### config.mk
export PLATFORM = sky130hd
export DESIGN_NAME = rv_decode_stage
export DESIGN_NICKNAME = d
export VERILOG_FILES = /design/src/rtl/rv_decode_stage.sv
export SDC_FILE = /design/constraint.sdc
export NUM_CORES = 1
export LEC_CHECK = 0
export BUFFER_PORTS_ARGS = -buffer_cell sky130_fd_sc_hd__buf_4
export CAP_MARGIN = 20
export CORE_MARGIN = 4
export CORE_UTILIZATION = 35
export DETAILED_ROUTE_END_ITERATION = 10
export SYNTH_ARGS = -nofsm -noshare
export SYNTH_HDL_FRONTEND = slang
export SYNTH_SLANG_ARGS = --single-unit
### constraint.sdc
create_clock -name clk -period 5.09 [get_ports clk]
set_clock_uncertainty 0.15 [all_clocks]
set_input_delay 0.509 -clock clk [delete_from_list [all_inputs] [get_ports clk]]
set_output_delay 0.509 -clock clk [all_outputs]
set_load 0.01 [all_outputs]
### src/rtl/rv_decode_stage.sv
`default_nettype none
// ============================================================================
// Module   : rv_decode_stage
// Purpose  : Registered RV32IM decode with a one-entry skid buffer and flush.
// Revision : 1.0 - initial release
// ============================================================================
module rv_decode_stage #(
    parameter int PC_W   = 32,
    parameter bit EN_M   = 1'b1,
    parameter bit EN_SYS = 1'b1
) (
    input  logic            clk,
    input  logic            rst_n,
    input  logic            flush_i,
    input  logic            in_valid_i,
    output logic            in_ready_o,
    input  logic [31:0]     in_instr_i,
    input  logic [PC_W-1:0] in_pc_i,
    output logic            out_valid_o,
    input  logic            out_ready_i,
    output logic [PC_W-1:0] out_pc_o,
    output logic [4:0]      rs1_o,
    output logic [4:0]      rs2_o,
    output logic [4:0]      rd_o,
    output logic [2:0]      funct3_o,
    output logic [31:0]     imm_o,
    output logic            rd_we_o,
    output logic [2:0]      wb_sel_o,
    output logic            mem_read_o,
    output logic            mem_write_o,
    output logic [1:0]      mem_size_o,
    output logic            mem_sext_o,
    output logic            is_branch_o,
    output logic            is_jal_o,
    output logic            is_jalr_o,
    output logic            is_muldiv_o,
    output logic            is_csr_o,
    output logic            is_ecall_o,
    output logic            is_ebreak_o,
    output logic            is_mret_o,
    output logic            illegal_o
);
    localparam logic [6:0] c_OP_LUI    = 7'b0110111;
    localparam logic [6:0] c_OP_AUIPC  = 7'b0010111;
    localparam logic [6:0] c_OP_JAL    = 7'b1101111;
    localparam logic [6:0] c_OP_JALR   = 7'b1100111;
    localparam logic [6:0] c_OP_BRANCH = 7'b1100011;
    localparam logic [6:0] c_OP_LOAD   = 7'b0000011;
    localparam logic [6:0] c_OP_STORE  = 7'b0100011;
    localparam logic [6:0] c_OP_IMM    = 7'b0010011;
    localparam logic [6:0] c_OP_OP     = 7'b0110011;
    localparam logic [6:0] c_OP_SYSTEM = 7'b1110011;

    localparam logic [2:0] c_WB_ALU = 3'b000;
    localparam logic [2:0] c_WB_IMM = 3'b001;
    localparam logic [2:0] c_WB_PC4 = 3'b011;
    localparam logic [2:0] c_WB_MEM = 3'b100;
    localparam logic [2:0] c_WB_CSR = 3'b101;

    typedef struct packed {
        logic [PC_W-1:0] pc;
        logic [4:0]      rs1;
        logic [4:0]      rs2;
        logic [4:0]      rd;
        logic [2:0]      funct3;
        logic [31:0]     imm;
        logic            rd_we;
        logic [2:0]      wb_sel;
        logic            mem_read;
        logic            mem_write;
        logic [1:0]      mem_size;
        logic            mem_sext;
        logic            is_branch;
        logic            is_jal;
        logic            is_jalr;
        logic            is_muldiv;
        logic            is_csr;
        logic            is_ecall;
        logic            is_ebreak;
        logic            is_mret;
        logic            illegal;
    } dec_t;

    typedef enum logic [1:0] {
        S_EMPTY = 2'd0,
        S_ONE   = 2'd1,
        S_TWO   = 2'd2
    } state_e;

    logic [6:0]  w_opcode;
    logic [2:0]  w_funct3;
    logic [6:0]  w_funct7;
    logic [31:0] w_imm_i, w_imm_s, w_imm_b, w_imm_u, w_imm_j;
    logic [1:0]  w_size;
    logic        w_legal;
    logic        w_accept;
    dec_t        w_dec;

    state_e state_q, state_d;
    dec_t   out_q, out_d, skid_q, skid_d;
    logic   ready_q;

    assign w_opcode = in_instr_i[6:0];
    assign w_funct3 = in_instr_i[14:12];
    assign w_funct7 = in_instr_i[31:25];
    assign w_imm_i  = {{20{in_instr_i[31]}}, in_instr_i[31:20]};
    assign w_imm_s  = {{20{in_instr_i[31]}}, in_instr_i[31:25], in_instr_i[11:7]};
    assign w_imm_b  = {{19{in_instr_i[31]}}, in_instr_i[31], in_instr_i[7],
                       in_instr_i[30:25], in_instr_i[11:8], 1'b0};
    assign w_imm_u  = {in_instr_i[31:12], 12'b0};
    assign w_imm_j  = {{11{in_instr_i[31]}}, in_instr_i[31], in_instr_i[19:12],
                       in_instr_i[20], in_instr_i[30:21], 1'b0};
    assign w_size   = (w_funct3[1:0] == 2'b00) ? 2'b11 :
                      (w_funct3[1:0] == 2'b01) ? 2'b01 : 2'b00;

    always_comb begin
        w_dec        = '0;
        w_legal      = 1'b0;
        w_dec.pc     = in_pc_i;
        w_dec.rs1    = in_instr_i[19:15];
        w_dec.rs2    = in_instr_i[24:20];
        w_dec.rd     = in_instr_i[11:7];
        w_dec.funct3 = w_funct3;
        case (w_opcode)
            c_OP_LUI: begin
                w_legal      = 1'b1;
                w_dec.rd_we  = 1'b1;
                w_dec.wb_sel = c_WB_IMM;
                w_dec.imm    = w_imm_u;
            end
            c_OP_AUIPC: begin
                w_legal      = 1'b1;
                w_dec.rd_we  = 1'b1;
                w_dec.imm    = w_imm_u;
            end
            c_OP_JAL: begin
                w_legal      = 1'b1;
                w_dec.rd_we  = 1'b1;
                w_dec.wb_sel = c_WB_PC4;
                w_dec.is_jal = 1'b1;
                w_dec.imm    = w_imm_j;
            end
            c_OP_JALR: begin
                w_legal       = (w_funct3 == 3'b000);
                w_dec.rd_we   = 1'b1;
                w_dec.wb_sel  = c_WB_PC4;
                w_dec.is_jalr = 1'b1;
                w_dec.imm     = w_imm_i;
            end
            c_OP_BRANCH: begin
                w_legal         = (w_funct3[2:1] != 2'b01);
                w_dec.is_branch = 1'b1;
                w_dec.imm       = w_imm_b;
            end
            c_OP_LOAD: begin
                w_legal        = (w_funct3[1:0] != 2'b11) && (w_funct3 != 3'b110);
                w_dec.rd_we    = 1'b1;
                w_dec.wb_sel   = c_WB_MEM;
                w_dec.mem_read = 1'b1;
                w_dec.mem_size = w_size;
                w_dec.mem_sext = ~w_funct3[2];
                w_dec.imm      = w_imm_i;
            end
            c_OP_STORE: begin
                w_legal         = !w_funct3[2] && (w_funct3[1:0] != 2'b11);
                w_dec.mem_write = 1'b1;
                w_dec.mem_size  = w_size;
                w_dec.imm       = w_imm_s;
            end
            c_OP_IMM: begin
                w_dec.rd_we = 1'b1;
                w_dec.imm   = w_imm_i;
                if (w_funct3 == 3'b001)
                    w_legal = (w_funct7 == 7'b0000000);
                else if (w_funct3 == 3'b101)
                    w_legal = (w_funct7 == 7'b0000000) || (w_funct7 == 7'b0100000);
                else
                    w_legal = 1'b1;
            end
            c_OP_OP: begin
                w_dec.rd_we     = 1'b1;
                w_dec.is_muldiv = (w_funct7 == 7'b0000001);
                w_legal = (w_funct7 == 7'b0000000) ||
                          ((w_funct7 == 7'b0100000) && ((w_funct3 == 3'b000) || (w_funct3 == 3'b101))) ||
                          ((w_funct7 == 7'b0000001) && EN_M);
            end
            c_OP_SYSTEM: begin
                if (w_funct3 == 3'b000) begin
                    w_dec.is_ecall  = (in_instr_i[31:20] == 12'h000);
                    w_dec.is_ebreak = (in_instr_i[31:20] == 12'h001);
                    w_dec.is_mret   = (in_instr_i[31:20] == 12'h302);
                    w_legal = w_dec.is_ecall || w_dec.is_ebreak || w_dec.is_mret;
                end else if (w_funct3 != 3'b100) begin
                    w_legal       = 1'b1;
                    w_dec.is_csr  = 1'b1;
                    w_dec.rd_we   = 1'b1;
                    w_dec.wb_sel  = c_WB_CSR;
                    // CSRRxI carries a 5-bit unsigned immediate in the rs1 field
                    if (w_funct3[2])
                        w_dec.imm = {27'b0, in_instr_i[19:15]};
                end
                if (!EN_SYS)
                    w_legal = 1'b0;
            end
            default: w_legal = 1'b0;
        endcase
        if (in_instr_i[1:0] != 2'b11)
            w_legal = 1'b0;
        w_dec.illegal = ~w_legal;
        if (!w_legal) begin
            w_dec.rd_we     = 1'b0;
            w_dec.mem_read  = 1'b0;
            w_dec.mem_write = 1'b0;
            w_dec.is_branch = 1'b0;
            w_dec.is_jal    = 1'b0;
            w_dec.is_jalr   = 1'b0;
            w_dec.is_muldiv = 1'b0;
            w_dec.is_csr    = 1'b0;
            w_dec.is_ecall  = 1'b0;
            w_dec.is_ebreak = 1'b0;
            w_dec.is_mret   = 1'b0;
        end
    end

    assign w_accept = in_valid_i && ready_q;

    always_comb begin
        state_d = state_q;
        out_d   = out_q;
        skid_d  = skid_q;
        case (state_q)
            S_EMPTY: begin
                if (w_accept) begin
                    state_d = S_ONE;
                    out_d   = w_dec;
                end
            end
            S_ONE: begin
                if (w_accept && out_ready_i) begin
                    out_d = w_dec;
                end else if (w_accept) begin
                    state_d = S_TWO;
                    skid_d  = w_dec;
                end else if (out_ready_i) begin
                    state_d = S_EMPTY;
                end
            end
            S_TWO: begin
                if (out_ready_i) begin
                    state_d = S_ONE;
                    out_d   = skid_q;
                end
            end
            default: state_d = S_EMPTY;
        endcase
        if (flush_i)
            state_d = S_EMPTY;
    end

    always_ff @(posedge clk) begin
        if (!rst_n) begin
            state_q <= S_EMPTY;
            ready_q <= 1'b1;
            out_q   <= '0;
            skid_q  <= '0;
        end else begin
            state_q <= state_d;
            ready_q <= (state_d != S_TWO);
            out_q   <= out_d;
            skid_q  <= skid_d;
        end
    end

    assign in_ready_o  = ready_q;
    assign out_valid_o = (state_q != S_EMPTY);
    assign out_pc_o    = out_q.pc;
    assign rs1_o       = out_q.rs1;
    assign rs2_o       = out_q.rs2;
    assign rd_o        = out_q.rd;
    assign funct3_o    = out_q.funct3;
    assign imm_o       = out_q.imm;
    assign rd_we_o     = out_q.rd_we;
    assign wb_sel_o    = out_q.wb_sel;
    assign mem_read_o  = out_q.mem_read;
    assign mem_write_o = out_q.mem_write;
    assign mem_size_o  = out_q.mem_size;
    assign mem_sext_o  = out_q.mem_sext;
    assign is_branch_o = out_q.is_branch;
    assign is_jal_o    = out_q.is_jal;
    assign is_jalr_o   = out_q.is_jalr;
    assign is_muldiv_o = out_q.is_muldiv;
    assign is_csr_o    = out_q.is_csr;
    assign is_ecall_o  = out_q.is_ecall;
    assign is_ebreak_o = out_q.is_ebreak;
    assign is_mret_o   = out_q.is_mret;
    assign illegal_o   = out_q.illegal;
endmodule
`default_nettype wire

# == Word level (Yosys, flattened, before mapping) ==
# Cells that the tools add are included.
# classes
n_eq_ne,28
mux,39
bitwise,3
reduce_logical,27
# ops
op,n
$mux 100,3
$pmux 100 s3,1
$pmux 32 s6,1
$mux 36,2
$eq 7x6->1 const B,4
$eq 7x7->1 const B,4
$mux 2,9
$mux 1,15
$eq 7x5->1 const B,2
$eq 12x1->1 const B,1
$eq 12x10->1 const B,1
$logic_not 12->1,1
$ne 2x2->1 const B,6
$pmux 3 s4,1
$mux 8,1
$pmux 1 s8,1
$eq 7x1->1 const B,1
$eq 7x2->1 const B,1
$logic_not 7->1,1
$reduce_or 7->1,1
$logic_or 1x1->1,6
$ne 3x3->1 const B,2
$pmux 2 s3,1
$reduce_or 2->1,3
19 further kinds,28
# totals
regBits,203
in_bits,69
output_inout_bits,102
wordCells,141

# == Depth between registers and ports, before layout ==
# depth
ltp_word,10
depth_mapped,8
depth_no_buf,6

# == Worst setup path after synthesis ==
# No wires, ideal clock.
# synth_path
path_type,in2reg
startpoint,in in_instr_i[4]
endpoint,reg out_q (netlist bit rd_we_o)
setup_ps,114
t_arrival_ps,1722
t_required_ps,4826
setup_slack_ps,3104
stages,8
path_buffers,2
cell_sequence,buf_4 > nand3b_4 > nor2_1 > a21o_1 > buf_2 > nor4b_2 > nor3_1 > a21o_1
# synth_between
elab_chain_cells,7
elab_cells_between_ends,19
classes_between,10 x eq/ne; 7 x mux; 2 x reduce/logical
# synth_rtl
element,line,rtl
start: declaration,17,"input logic [31:0] in_instr_i,"
"$eq 7x7->1, or another cell as far along",124,case (w_opcode)
$reduce_or 3->1 (no source line),-,
$pmux 1 s8,124,
$mux 1,207,if (in_instr_i[1:0] != 2'b11)
$mux 1 *,210,if (!w_legal) begin
$mux 100 (on tied branches),"239, 233",
$pmux 100 s3 *,231,case (state_q)
end signal: assignment,269,out_q <= out_d;
end: declaration,100,"dec_t out_q, out_d, skid_q, skid_d;"
# Mark *: on every way between the ends. The rest lies on a longest branch, timed or not. The select of a mux whose other input is x is not followed.
# A chain may end at the register's enable or synchronous reset.

# == Final worst setup path ==
# layout_path
startpoint,reg state_q[1]
endpoint,reg out_q (netlist bit mem_write_o)
# layout_between
elab_chain_cells,3
elab_cells_between_ends,9
classes_between,5 x eq/ne; 1 x mux; 3 x reduce/logical
# layout_rtl
element,line,rtl
start: declaration,99,"state_e state_q, state_d;"
start signal: assignment,267,state_q <= state_d;
"$eq 2x1->1, or another cell as far along",231,
$ne 2x2->1 (no source line) or $reduce_bool 3->1 (tied branches),-,
$reduce_and 4->1 (no source line),-,
# Parallel ways exist; a longest one is shown, timed or not.

==> flow_summary.json <==
{
  "synth_cell_types": 66,
  "worstSetupStartpointType": "flop",
  "r2r-end": "mem_write_o",
  "tns_ns": 0,
  "dieWidth_um": 168,
  "p_per_area_nw_per_um2": 349,
  "syn_nets": 1146,
  "synth_most_common_cell": "nand2_1",
  "multi_input_area_um2": 4500,
  "dieHeight_um": 168,
  "drcViolationCount": 0,
  "ioPinCount": 171,
  "cp_max_fo": 86,
  "drt_wl_total_mm": 26.9,
  "hold_buffers": 0,
  "htree_num_levels": 1,
  "synthFlopType": "dfxtp_1",
  "synthSimpleGateAreaFrac": 0.246,
  "n_antenna_cell": 0,
  "grt_overflow": 0,
  "synth_edf_count": 0,
  "drt_first_pass_iters": 6,
  "r2r-start": "state_q[1]",
  "fin_ws_ns": 2.39,
  "rsz0062_at_grt": "false",
  "postSynthRegisterBits": 203,
  "synthArstFlopShare": 0,
  "p_leak_nw": 4.89,
  "required_ns": 5.36,
  "initialDrtViolationCount": 638,
  "drtAntennaViolNets": 0,
  "worst_slew_pin_slew_ns": 0.973,
  "numPortBuffers": 170,
  "nets": 1253,
  "synth_top_family_by_area": "compound AO/OA/AOI/OAI gates",
  "antenna_found_initial": 0,
  "cts_root_buf": "clkbuf_16",
  "avgSynthCellArea_um2": 8.35,
  "place_inst": 1487,
  "ys_seq_area_frac": 0.452,
  "grt_pass1_wl_mm": 43.5,
  "setup_violations": 0,
  "path_cells": "and3b_1, nand2_2, nand2_4, buf_4, o21ai_0, a21o_1, o31ai_1",
  "reg2reg_slack_ns": 2.39,
  "clock-sinks": 203,
  "cts_tree": "built",
  "grt.total_usage": 0.185,
  "cp_slowest_stage_delay_ns": 0.70,
  "insertion_delay_ns": 0.52,
  "fin_cells": 1531,
  "synth_compound_area_frac": 0.249,
  "rows": 58,
  "cts_setup_buffers": 0,
  "cp-end-kind": "flop",
  "timing.slew.headroom": 0.351,
  "worst_ep_arrival_time_ns": 2.97,
  "cp_slowest_cell": "nand2_4",
  "vias": 8094,
  "grt_pass1_vias": 7682,
  "fmax_mhz": 370,
  "area_growth_pct": 24.5,
  "vias_per_cell": 5.29,
  "reg2reg_depth": 7,
  "initial_core_util": 0.356,
  "synth_fa_ha_area_frac": 0,
  "wl_per_cell_um": 17.6,
  "critical_path_class": "reg -> reg",
  "synth_top_cell_by_area": "dfxtp_1",
  "hold_ws_ns": 0.0871,
  "register_area_um2": 4060,
  "coreArea_um2": 25300,
  "ir_drop_v": 0.000193,
  "post_synth_xor_area_fraction": 0.000974,
  "hold_viol": 0,
  "yosysWarnings": 0,
  "fillers": 2546,
  "place_ws_ns": 2.28,
  "drv_slew": 0,
  "worstHoldStart": "out_ready_i",
  "period_minus_slack_ns": 2.70,
  "muxShareOfSynthArea": 0.00125,
  "numCtsBuffers": 24,
  "syn-cell-area_um2": 8990,
  "holdPathEnd": "in_ready_o",
  "layout-drive-gt1-share": 0.206,
  "netlist_instances": 1077,
  "dpl_cell_area_um2": 10300,
  "finalInstanceArea_um2": 11200,
  "cts_buffer_depth": 3,
  "yosysTopAreaCellShare": 0.452,
  "netlist_top_cells_count": "nand2_1 (280), dfxtp_1 (203), nand3_1 (91), o211a_1 (71), a21oi_1 (65)",
  "hp-class": "in -> reg",
  "synth_area_leaders": "dfxtp_1 (45%), nand2_1 (12%), o211a_1 (7.9%)",
  "status": "finished clean",
  "hpwl_mm": 16.5,
  "worstHoldPathCells": 2,
  "place_congestion": 0.796,
  "dieArea_um2": 28300,
  "maxCapViolCount": 0,
  "postCtsResizedCells": 0,
  "clk_pin_slew_worst_paths_ns": 0.06,
  "post-route-period-util": 0.531,
  "grt_start_max_net_pins": 135
}
-- critical path, delay by kind of cell (launching register included) --
family | cells | cell delay (ns)
AOI/OAI and AO/OA | 3 | 0.45
buffers and inverters | 1 | 0.41
and+or+nand+nor | 3 | 1.14
DFF | 1 | 0.41
-- how the worst max path moves through the flow --
stage	start	end	slack, ns	cells past startpoint
3_3_place_gp	in_valid_i	imm_o[3]	2.32	8
6_report	state_q[1]	mem_write_o	2.39	7
5_1_grt	state_q[1]	imm_o[3]	2.17	7
4_1_cts	state_q[1]	imm_o[3]	2.39	7
2_1_floorplan	in_instr_i[4]	rd_we_o	3.10	8
3_5_place_dp	in_valid_i	imm_o[3]	2.28	8
-- final cells by class --
type	instances	area share
well taps	330	0.0369
multi-input cells	772	0.402
repair buffers	180	0.123
inverters	3	0.00101
flip-flops and latches	203	0.363
clock buffers	37	0.0653
clock inverters	6	0.00939
-- placed cells by master, fill, tap and decap left out, drive strengths merged, types with 17 or more instances in the layout --
cell type and n:
a21oi 67, a21boi 64, o211a 71, clkbuf 37, nand2 281, o211ai 25
o21ai 48, or3 17, nand3 93, dfxtp 203, buf 180
-- cell families (layout without fill, tap and decap cells) --
family	Yosys count	after routing
flip-flops	203	203
XOR/XNOR	1	1
AND/OR/NAND/NOR	464	464
AO/OA/AOI/OAI	306	306
multiplexers	1	1
buffers and inverters	102	226
-- through the flow --
stage	total power [mW]	utilization
floorplan	1.94	-
global placement	2.14	0.409
detailed placement	2.14	0.409
CTS	3.96	0.442
global route	4.07	0.443
finish	3.91	0.443
-- power breakdown --
part	internal (mW)	total (mW)	switching, mW
logic	0.184	0.411	0.227
registers	1.66	1.69	0.0370
clock network	1.13	1.81	0.673
-- state kept, by name, indices dropped and copies added (netlist names), 2 cells and up --
name,cells
out_pc_o,32
skid_q,100
rs2_o,5
state_q,2
wb_sel_o,3
rd_o,5
mem_size_o,2
rs1_o,5
funct3_o,3
imm_o,32
-- layer usage --
layer | wire (um) | up-vias | track usage
met3 | 1250 | 33 | 0.0312
li1 | - | 3994 | -
met5 | 0 | - | 0
met1 | 12800 | 3860 | 0.258
met4 | 486 | 0 | 0.0371
met2 | 12400 | 207 | 0.304
Power figures use the tool's default switching activity.
